==> src/rtl/vga_timing_driver.sv <==
// 640x480@60 Hz VGA timing generator with RGB332 -> RGB888 expansion and a registered, aligned output stage.
// Optional colour-bar generator (input test_mode) is compiled in when VGA_TEST_PATTERN_EN is defined.
module vga_timing_driver #(
  parameter int CLK_DIV   = 2,
  parameter int H_VISIBLE = 640,
  parameter int H_FP      = 16,
  parameter int H_SYNC    = 96,
  parameter int H_BP      = 48,
  parameter int V_VISIBLE = 480,
  parameter int V_FP      = 10,
  parameter int V_SYNC    = 2,
  parameter int V_BP      = 33
) (
  input  logic       clk,
  input  logic       rst_n,
`ifdef VGA_TEST_PATTERN_EN
  input  logic       test_mode,
`endif
  input  logic [7:0] color_in,
  output logic [9:0] current_pixel_x,
  output logic [9:0] current_pixel_y,
  output logic       pixel_tick,
  output logic       frame_start,
  output logic [7:0] vga_r,
  output logic [7:0] vga_g,
  output logic [7:0] vga_b,
  output logic       vga_hs,
  output logic       vga_vs,
  output logic       vga_blank_n,
  output logic       vga_sync_n,
  output logic       vga_clk
);

  localparam int H_TOTAL = H_VISIBLE + H_FP + H_SYNC + H_BP;
  localparam int V_TOTAL = V_VISIBLE + V_FP + V_SYNC + V_BP;
  localparam int DIV_W   = $clog2(CLK_DIV);

  localparam logic [DIV_W-1:0] DIV_LAST = DIV_W'(CLK_DIV - 1);
  localparam logic [DIV_W-1:0] DIV_HALF = DIV_W'(CLK_DIV / 2);
  localparam logic [9:0] H_LAST   = 10'(H_TOTAL - 1);
  localparam logic [9:0] V_LAST   = 10'(V_TOTAL - 1);
  localparam logic [9:0] H_VIS    = 10'(H_VISIBLE);
  localparam logic [9:0] V_VIS    = 10'(V_VISIBLE);
  localparam logic [9:0] HS_FIRST = 10'(H_VISIBLE + H_FP);
  localparam logic [9:0] HS_LAST  = 10'(H_VISIBLE + H_FP + H_SYNC - 1);
  localparam logic [9:0] VS_FIRST = 10'(V_VISIBLE + V_FP);
  localparam logic [9:0] VS_LAST  = 10'(V_VISIBLE + V_FP + V_SYNC - 1);

  logic [DIV_W-1:0] r_div;
  logic [DIV_W-1:0] w_div_next;
  logic [9:0]       r_h;
  logic [9:0]       r_v;
  logic             w_tick;
  logic             w_h_last;
  logic             w_v_last;
  logic             w_visible;
  logic             w_hs_active;
  logic             w_vs_active;
  logic [23:0]      w_rgb;
  logic [23:0]      r_rgb;
  logic             r_hs;
  logic             r_vs;
  logic             r_blank_n;
  logic             r_vga_clk;

  assign w_tick     = (r_div == DIV_LAST);
  assign w_div_next = w_tick ? '0 : r_div + DIV_W'(1);
  assign w_h_last   = (r_h == H_LAST);
  assign w_v_last   = (r_v == V_LAST);

  // NOTE: sequential state uses non-blocking assignments so every register samples pre-edge values.
  always_ff @(posedge clk or negedge rst_n) begin
    if (!rst_n) begin
      r_div     <= '0;
      r_vga_clk <= 1'b0;
    end else begin
      r_div     <= w_div_next;
      // Registered from the next divider value so vga_clk tracks div with no extra lag.
      r_vga_clk <= (w_div_next >= DIV_HALF);
    end
  end

  always_ff @(posedge clk or negedge rst_n) begin
    if (!rst_n) begin
      r_h <= '0;
      r_v <= '0;
    end else if (w_tick) begin
      if (w_h_last) begin
        r_h <= '0;
        r_v <= w_v_last ? '0 : r_v + 10'd1;
      end else begin
        r_h <= r_h + 10'd1;
      end
    end
  end

  assign w_visible   = (r_h < H_VIS) && (r_v < V_VIS);
  assign w_hs_active = (r_h >= HS_FIRST) && (r_h <= HS_LAST);
  assign w_vs_active = (r_v >= VS_FIRST) && (r_v <= VS_LAST);

  // NOTE: w_rgb gets a default before any branch so no path leaves it unassigned (no latch).
  always_comb begin
    w_rgb = '0;
    if (w_visible) begin
`ifdef VGA_TEST_PATTERN_EN
      if (test_mode) begin
        logic [2:0] w_bar;
        w_bar = 3'(r_h / 10'd80);
        w_rgb = {{8{w_bar[2]}}, {8{w_bar[1]}}, {8{w_bar[0]}}};
      end else begin
        w_rgb = {color_in[7:5], color_in[7:5], color_in[7:6],
                 color_in[4:2], color_in[4:2], color_in[4:3],
                 {4{color_in[1:0]}}};
      end
`else
      w_rgb = {color_in[7:5], color_in[7:5], color_in[7:6],
               color_in[4:2], color_in[4:2], color_in[4:3],
               {4{color_in[1:0]}}};
`endif
    end
  end

  // Output stage is computed from the pre-increment counters, so all video lags the coordinates by one pixel.
  always_ff @(posedge clk or negedge rst_n) begin
    if (!rst_n) begin
      r_rgb     <= '0;
      r_hs      <= 1'b1;
      r_vs      <= 1'b1;
      r_blank_n <= 1'b0;
    end else if (w_tick) begin
      r_rgb     <= w_rgb;
      r_hs      <= ~w_hs_active;
      r_vs      <= ~w_vs_active;
      r_blank_n <= w_visible;
    end
  end

  assign current_pixel_x = r_h;
  assign current_pixel_y = r_v;
  assign pixel_tick      = w_tick;
  assign frame_start     = w_tick && w_h_last && w_v_last;
  assign vga_r           = r_rgb[23:16];
  assign vga_g           = r_rgb[15:8];
  assign vga_b           = r_rgb[7:0];
  assign vga_hs          = r_hs;
  assign vga_vs          = r_vs;
  assign vga_blank_n     = r_blank_n;
  assign vga_sync_n      = 1'b0;
  assign vga_clk         = r_vga_clk;

endmodule

==> config.mk <==
export PLATFORM = sky130hd
export DESIGN_NAME = vga_timing_driver
export DESIGN_NICKNAME = d
export VERILOG_FILES = /design/src/rtl/vga_timing_driver.sv
export SDC_FILE = /design/constraint.sdc
export NUM_CORES = 1
export LEC_CHECK = 0
export ABC_AREA = 1
export CAP_MARGIN = 20
export CORE_MARGIN = 2
export CORE_UTILIZATION = 50
export DETAILED_ROUTE_END_ITERATION = 12
export HOLD_SLACK_MARGIN = 0.02
export PLACE_DENSITY_LB_ADDON = 0.12
export SLEW_MARGIN = 0
export SYNTH_ARGS = -nofsm -noshare
export SYNTH_HDL_FRONTEND = slang
export SYNTH_SLANG_ARGS = --single-unit
==> constraint.sdc <==
create_clock -name clk -period 3.59 [get_ports clk]
set_input_delay 0.718 -clock clk [delete_from_list [all_inputs] [get_ports clk]]
set_output_delay 0.718 -clock clk [all_outputs]
set_load 0.01 [all_outputs]
==> results.md, run 1 <==
* Final count of hold timing violations at 0
* Die width at between 60 and 70 um
* Hold buffers post-CTS at 0
* DRC errors left at 0
* Worst-Skew Late Latency at 0.28 ns
* Synthesis-stage register bit count at 32
* Row count at 22
* WL/cell at 11.93 um
* CP Capture Type: output port
* Boundary pin count at 61
* CTS buffer count at 5
* Fin Hold WS at 0.4738 ns
* Clk Tree Root Cell: clkbuf_8
* Final setup vio count at 0
* Postcts setup bufs at 0
* Post-synthesis sequential area ratio at 42.04%
* Antenna cells at 0
* Max-Cap Viols at 0
* Netlist cell types at 34
* Clock-pin slew on the worst setup and hold paths at 0.07 ns
* Syn nets at around 250
* Area grow syn2layout at 31.37%
* Final min period at 2.958 ns
* Hpwl dp at 2.952 mm
* Transition time of the tightest slew-check pin at between 0.5 and 0.6 ns
* Clk_skew at 0.005943 ns
* Worst hold path type: reg2reg
* Overall Global Routing Usage at 20.15%
* H-tree Lvls at 2
* Core region area at 3661 sq um
* FF+latch area at approximately 800 sq um
* Clock sinks at 32
* RSZ-0062 raised after global routing: no
* Total of cells resized after clock tree synthesis at 0
* Met2 Use GR at approximately a third
* Status: finished clean
* Post-Synthesis Cell Area at 1911 sq um
* Fin crit share at 82.40%
* Slew Viols, Final at 0
* Crit-path max FO at 5
* Die area at 4332 sq um
* Max Fclk at 0.3380 GHz
* DRT iter0 DRCs at 105
* Syn avg cell area at between 8 and 9 sq um
* Nets at 297
* TNS Setup at 0 ns
* Warnings, synthesis at 0
* Leakage power at approximately 1.1 nW
* Grt met3 use at 5.281%
* CTS Buffer Depth at 2
* Initial antenna violation count at 0
* Vias/cell at between 4 and 5
* GPL Wtd Cong at 0.8870
* Setup CP Type: reg2out
* Largest net degree at the start of global routing at 33
* Vias in the first global route at approximately 1500
* Slew Limit Headroom at 60.72%
* IO buf count at 59
* Vias at 1627
* Busiest layer in global routing: met2
* DR pass1 iterations at 4
* GR Util met1 at 26.29%
* Final wirelength at 3.962 mm
* Post-synthesis instance total at roughly 240
* Max VDD drop at 0.2683 mV
* Initial Util at 52.19%
* Critical Path Start Type: register
* Fill cells at 311
* Cell Pwr Density at 303.2 nW/um^2
* Antenna-violating nets left at 0
* CP required at about 2.9 ns
* CTS tree: built
* Share of layout cells above drive strength 1 at 9.859%
* First-pass GRT wire length at 6.734 mm
* Die Height at 65.82 um
* GRT overflow at 0
* Multi-input logic area at 802.0 sq um
* Data arrival, critical path at approximately 2.2 ns
## path summary, 6_finish.rpt
| path | startpoint | to | slack, ns | cells after the start |
|---|---|---|---|---|
| worst max-delay path | current_pixel_x[0] | frame_start | 0.63 | 6 |
| worst min-delay path | vga_vs | vga_vs | 0.47 | 2 |
| worst max register to register | current_pixel_x[0] | current_pixel_y[5] | 2.06 | 8 |
| worst min register to register | vga_vs | vga_vs | 0.47 | 2 |
| max in group asynchronous | rst_n | vga_hs | 2.42 | 2 |
| min in group asynchronous | rst_n | current_pixel_x[5] | 0.84 | 2 |
## worst max-delay path, stage by stage, from the launching register on
cell	delay [ns]
dfrtp_1	0.42
ha_1	0.21
nand3_2	0.11
inv_2	0.10
nand4_1	0.20
nor4_1	0.31
clkdlybuf4s50_1	0.61
## cells in the final DEF, fill, tap and decap left out, types with 5 or more instances in the layout
cell,count
clkbuf_8,5
clkdlybuf4s50_1,59
dfrtp_1,30
inv_1,31
nand2_1,50
nand3_1,19
nand4_1,8
nor2_1,17
nor3_1,5
o21ai_0,17
xor2_1,5
## state kept, by name (all words and copies together), names as in the netlist
name	count
current_pixel_y	10
pixel_tick	1
vga_vs	1
vga_blank_n	1
r_rgb	8
vga_hs	1
current_pixel_x	10
## synthesized netlist by cell type (all sizes together)
library cell  count  share of area [%]
a21boi            1               0.39
a21oi             1               0.26
buf              21                8.9
clkbuf            1               0.20
conb              1               0.20
dfrtp            30                 39
dfstp             2                2.8
ha                4                2.6
inv              35                6.9
nand2            51                 10
nand3            23                7.5
nand4             9                3.3
nor2             20                5.3
nor3              6                1.8
nor4              1               0.33
o21ai            23                6.4
o21bai            1               0.39
or2               1               0.33
xnor2             1               0.46
xor2              5                2.3
## cells by family (layout without fill, tap and decap cells)
logic type	Yosys count	after routing	share of synthesized area (%)
buffers and inverters	57	104	15.98
and+or+nand+nor	111	111	28.95
xor gates and xnor gates	6	6	2.750
other	1	1	0.1963
adders and majority gates	4	4	2.620
DFF	32	32	42.04
AOI/OAI and AO/OA	26	26	7.466
## power by group
group | total, mW | internal (mW) | switching (mW)
logic | 0.0559 | 0.0335 | 0.0223
clock network | 0.335 | 0.206 | 0.130
registers | 0.370 | 0.365 | 0.00450
total | 0.761 | 0.605 | 0.157
## final cells by class
type,instances,area share (%)
clock inverters,2,1.396
clock buffers,6,2.891
inverters,35,5.234
flip-flops and latches,32,32.00
well taps,48,2.393
multi-input cells,148,31.95
repair buffers,61,24.13
## through the flow
stage | instances | total power [mW] | cell area, sq um | utilization [%] | setup slack, ns
6_report | 332 | 0.7611 | 2510 | 68.56 | 0.6318
5_1_grt | 332 | 0.7921 | 2510 | 68.56 | 0.4767
3_3_place_gp | 324 | 0.4326 | 2402 | 65.62 | 1.055
4_1_cts | 332 | 0.7719 | 2510 | 68.56 | 0.6295
3_5_place_dp | 324 | 0.4333 | 2402 | 65.62 | 0.9698
2_1_floorplan | 237 | 0.4008 | 1911 | - | 1.533
## metal layers
| metal | up-vias | share of wire (%) |
|---|---|---|
| met3 | 3 | 5.7 |
| li1 | 825 | - |
| met5 | - | 0 |
| met1 | 754 | 45 |
| met4 | 0 | 0.66 |
| met2 | 45 | 49 |
Power figures use the tool's default switching activity.
==> run 2: changes to the inputs <==
--- a/config.mk
+++ b/config.mk
@@ -8,7 +8,7 @@
 export ABC_AREA = 1
 export CAP_MARGIN = 20
 export CORE_MARGIN = 2
-export CORE_UTILIZATION = 50
+export CORE_UTILIZATION = 42
 export DETAILED_ROUTE_END_ITERATION = 12
 export HOLD_SLACK_MARGIN = 0.02
 export PLACE_DENSITY_LB_ADDON = 0.12
==> constraint.sdc (replaced) <==
create_clock -name clk -period 2.5 [get_ports clk]
set_input_delay 0.5 -clock clk [delete_from_list [all_inputs] [get_ports clk]]
set_output_delay 0.5 -clock clk [all_outputs]
set_load 0.01 [all_outputs]
==> run 2 against run 1 <==
Utilization is 9.9 points lower. Flip-flop and latch count unchanged. Hold slack worse by 0.00061 ns. Register-to-register slack got worse by 1.1 ns. Final area up 1.7%. Critical endpoint unchanged. Largest power group is now the clock network.
==> results.md, run 2 (same netlist as run 1, synthesis figures left out) <==
* Data arrival, critical path at 1.85 ns (-0.39 ns)
* GRT overflow at 0 (unchanged)
* Most common cell after layout, fill and taps aside: clkdlybuf4s50_1
* Hold buffers post-CTS at 0 (unchanged)
* CP cell instances: ha_1 > nand3_2 > inv_2 > nand4_1 > nor4_2 > dlygate4sd2_1
* Worst hold path type: reg2reg
* Clock sinks at 32 (unchanged)
* CTS buffer count at 5 (unchanged)
* Final count of hold timing violations at 0 (unchanged)
* Row count at 24 (+9.1%)
* RSZ-0062 raised after global routing: no
* First-pass GRT wire length at 7.203 mm (+7.0%)
* Switching share of power at 20.35% (-0.21 points)
* Clk_skew at 0.005565 ns (-0.0003780 ns)
* H-tree Lvls at 2 (unchanged)
* Vias in the first global route at 1530 (-0.13%)
* CTS tree: built
* Critical Path Start Type: register
* Boundary pin count at 61 (unchanged)
* Cell Pwr Density at 454.3 nW/um^2 (+50%)
* Kind of cell adding the most delay to the critical path: simple AND/OR/NAND/NOR gates
* Worst-Skew Late Latency at 0.29 ns (about the same)
* Core region area at 4354 sq um (+19%)
* Largest net degree at the start of global routing at 33 (unchanged)
* Final wirelength at 4.293 mm (+8.4%)
* Status: finished clean
* DR pass1 iterations at 4 (unchanged)
* Gate power share at 6.9% (-0.4 points)
* Pint at 0.9241 mW (+53%)
* DRT iter0 DRCs at 103 (-1.9%)
* Area grow syn2layout at 33.66%
* Reg power frac at 45.8% (-2.8 points)
* Clk pwr share at 47.3% (+3.2 points)
* Placed insts at 330 (+1.9%)
* Leakage power at 1.128 nW (+2.0%)
* CP required at 2.00 ns (-0.87 ns)
* Clock-pin slew on the worst setup and hold paths at 0.07 ns (about the same)
* Buf+Inv Stages, Crit Path at 2 (unchanged)
* GPL Wtd Cong at 0.8526 (-3.9%)
* CTS Buffer Depth at 2 (unchanged)
* Setup CP Type: reg2out
* Slew Viols, Final at 0 (unchanged)
* Vias at 1651 (+1.5%)
* Net switching power at 0.2361 mW (+51%)
* Final min period at approximately 2.3 ns
* Vias/cell at 4.885 (-0.33%)
* FF-to-FF setup slack at 0.92 ns (-1.14 ns)
* DRC errors left at 0 (unchanged)
* Transition time of the tightest slew-check pin at 0.5677 ns (-0.01759 ns)
* Non-Filler Instances at 338 (+1.8%)
* Max-Cap Viols at 0 (unchanged)
* Final WS setup at 0.1501 ns (-0.4817 ns)
* Die Height at 71.45 um (+8.6%)
* Max VDD drop at 0.2410 mV (-10%)
* Fin Hold WS at 0.4732 ns (-0.0006080 ns)
* IO buf count at 59 (unchanged)
* Antenna cells at 0 (unchanged)
* Max Fclk at 0.4255 GHz
* TNS Setup at 0 ns (unchanged)
* Slowest CP cell: dfrtp_1
* Clk Tree Root Cell: clkbuf_8
* Initial antenna violation count at 0 (unchanged)
* Die width at 71.45 um (+8.6%)
* Dpl ws at 0.1523 ns (-0.8174 ns)
* Antenna-violating nets left at 0 (unchanged)
* Nets at 299 (+0.67%)
* Fin crit share at 94.00%
* Die area at 5104 sq um (+18%)
* Overall Global Routing Usage at 18.03% (-2.1 points)
* Slew Limit Headroom at 61.90% (+1.2 points)
* Hpwl dp at 3.156 mm (+6.9%)
* Initial Util at 43.88% (-8.3 points)
* Slowest stage delay, CP at 0.42 ns (-0.19 ns)
* CP Capture Type: output port
* Share of layout cells above drive strength 1 at 11.19% (+1.3 points)
* WL/cell at 12.70 um (+6.4%)
* Final setup vio count at 0 (unchanged)
* Most frequent cells in the layout: clkdlybuf4s50_1, nand2_1, inv_1
* Crit-path max FO at 5 (unchanged)
[run 2: final cells by class]
| cell class | count | area [sq um] |
|---|---|---|
| Fill cell | 416 | 1800 |
| Clock inverter | 1 | 30.03 |
| Timing Repair Buffer | 63 | 619.3 |
| Clock buffer | 7 | 96.34 |
| Tap cell | 52 | 65.06 |
| Inverter | 35 | 131.4 |
| Multi-Input combinational cell | 148 | 808.3 |
| Sequential cell | 32 | 803.3 |
[run 2: per-stage QoR]
| stage | total power [mW] | area, sq um | util [%] |
|---|---|---|---|
| 2_1_floorplan | 0.5755 | 1911 | - |
| 3_3_place_gp | 0.6216 | 2422 | 55.63 |
| 3_5_place_dp | 0.6226 | 2422 | 55.63 |
| 4_1_cts | 1.171 | 2554 | 58.65 |
| 5_1_grt | 1.207 | 2554 | 58.65 |
| 6_report | 1.160 | 2554 | 58.65 |
[run 2: timing repair]
action | CTS | global route
buffers inserted | 0 | 0
resized for setup | 2 | 0
endpoints found under the setup margin | 1 | 0
[run 2: power groups by stage]
stage | Combinational, mW | Sequential (mW) | Clock [mW]
after CTS | 0.0819 | 0.531 | 0.558
after detailed placement | 0.0817 | 0.541 | 0
final | 0.0801 | 0.531 | 0.549
after global routing | 0.0876 | 0.532 | 0.588
after global placement | 0.0814 | 0.540 | 0
after floorplan | 0.0322 | 0.543 | 0
[run 2: layer usage]
| layer | wire length, um | vias up | track usage [%] | share of wire, % |
|---|---|---|---|---|
| li1 | - | 828 | - | - |
| met1 | 1901 | 779 | 23.92 | 44 |
| met2 | 2118 | 38 | 28.81 | 49 |
| met3 | 198 | 6 | 3.235 | 4.6 |
| met4 | 74 | 0 | 8.176 | 1.7 |
| met5 | 0 | - | 0 | 0 |
[run 2: final timing paths]
path                                    startpoint                 end  depth (start not counted)
worst max-delay path            current_pixel_x[0]         frame_start                          6
worst min-delay path                        vga_vs              vga_vs                          2
worst max register to register  current_pixel_x[0]  current_pixel_y[4]                          8
worst min register to register              vga_vs              vga_vs                          2
max in group asynchronous                    rst_n              vga_vs                          2
min in group asynchronous                    rst_n  current_pixel_x[6]                          2
[run 2: tightest hold or removal path, stage by stage, from the launching register on]
cell	delay (ns)
dfstp_2	0.37
nand2_1	0.05
nand2_1	0.05
==> run 3: changes to the inputs <==
--- a/config.mk
+++ b/config.mk
@@ -9,6 +9,7 @@
 export CAP_MARGIN = 20
 export CORE_MARGIN = 2
 export CORE_UTILIZATION = 42
+export CTS_CLUSTER_DIAMETER = 100
 export DETAILED_ROUTE_END_ITERATION = 12
 export HOLD_SLACK_MARGIN = 0.02
 export PLACE_DENSITY_LB_ADDON = 0.12
==> results of run 3 <==
The final DEF is identical to that of run 2; final timing and power are the same.
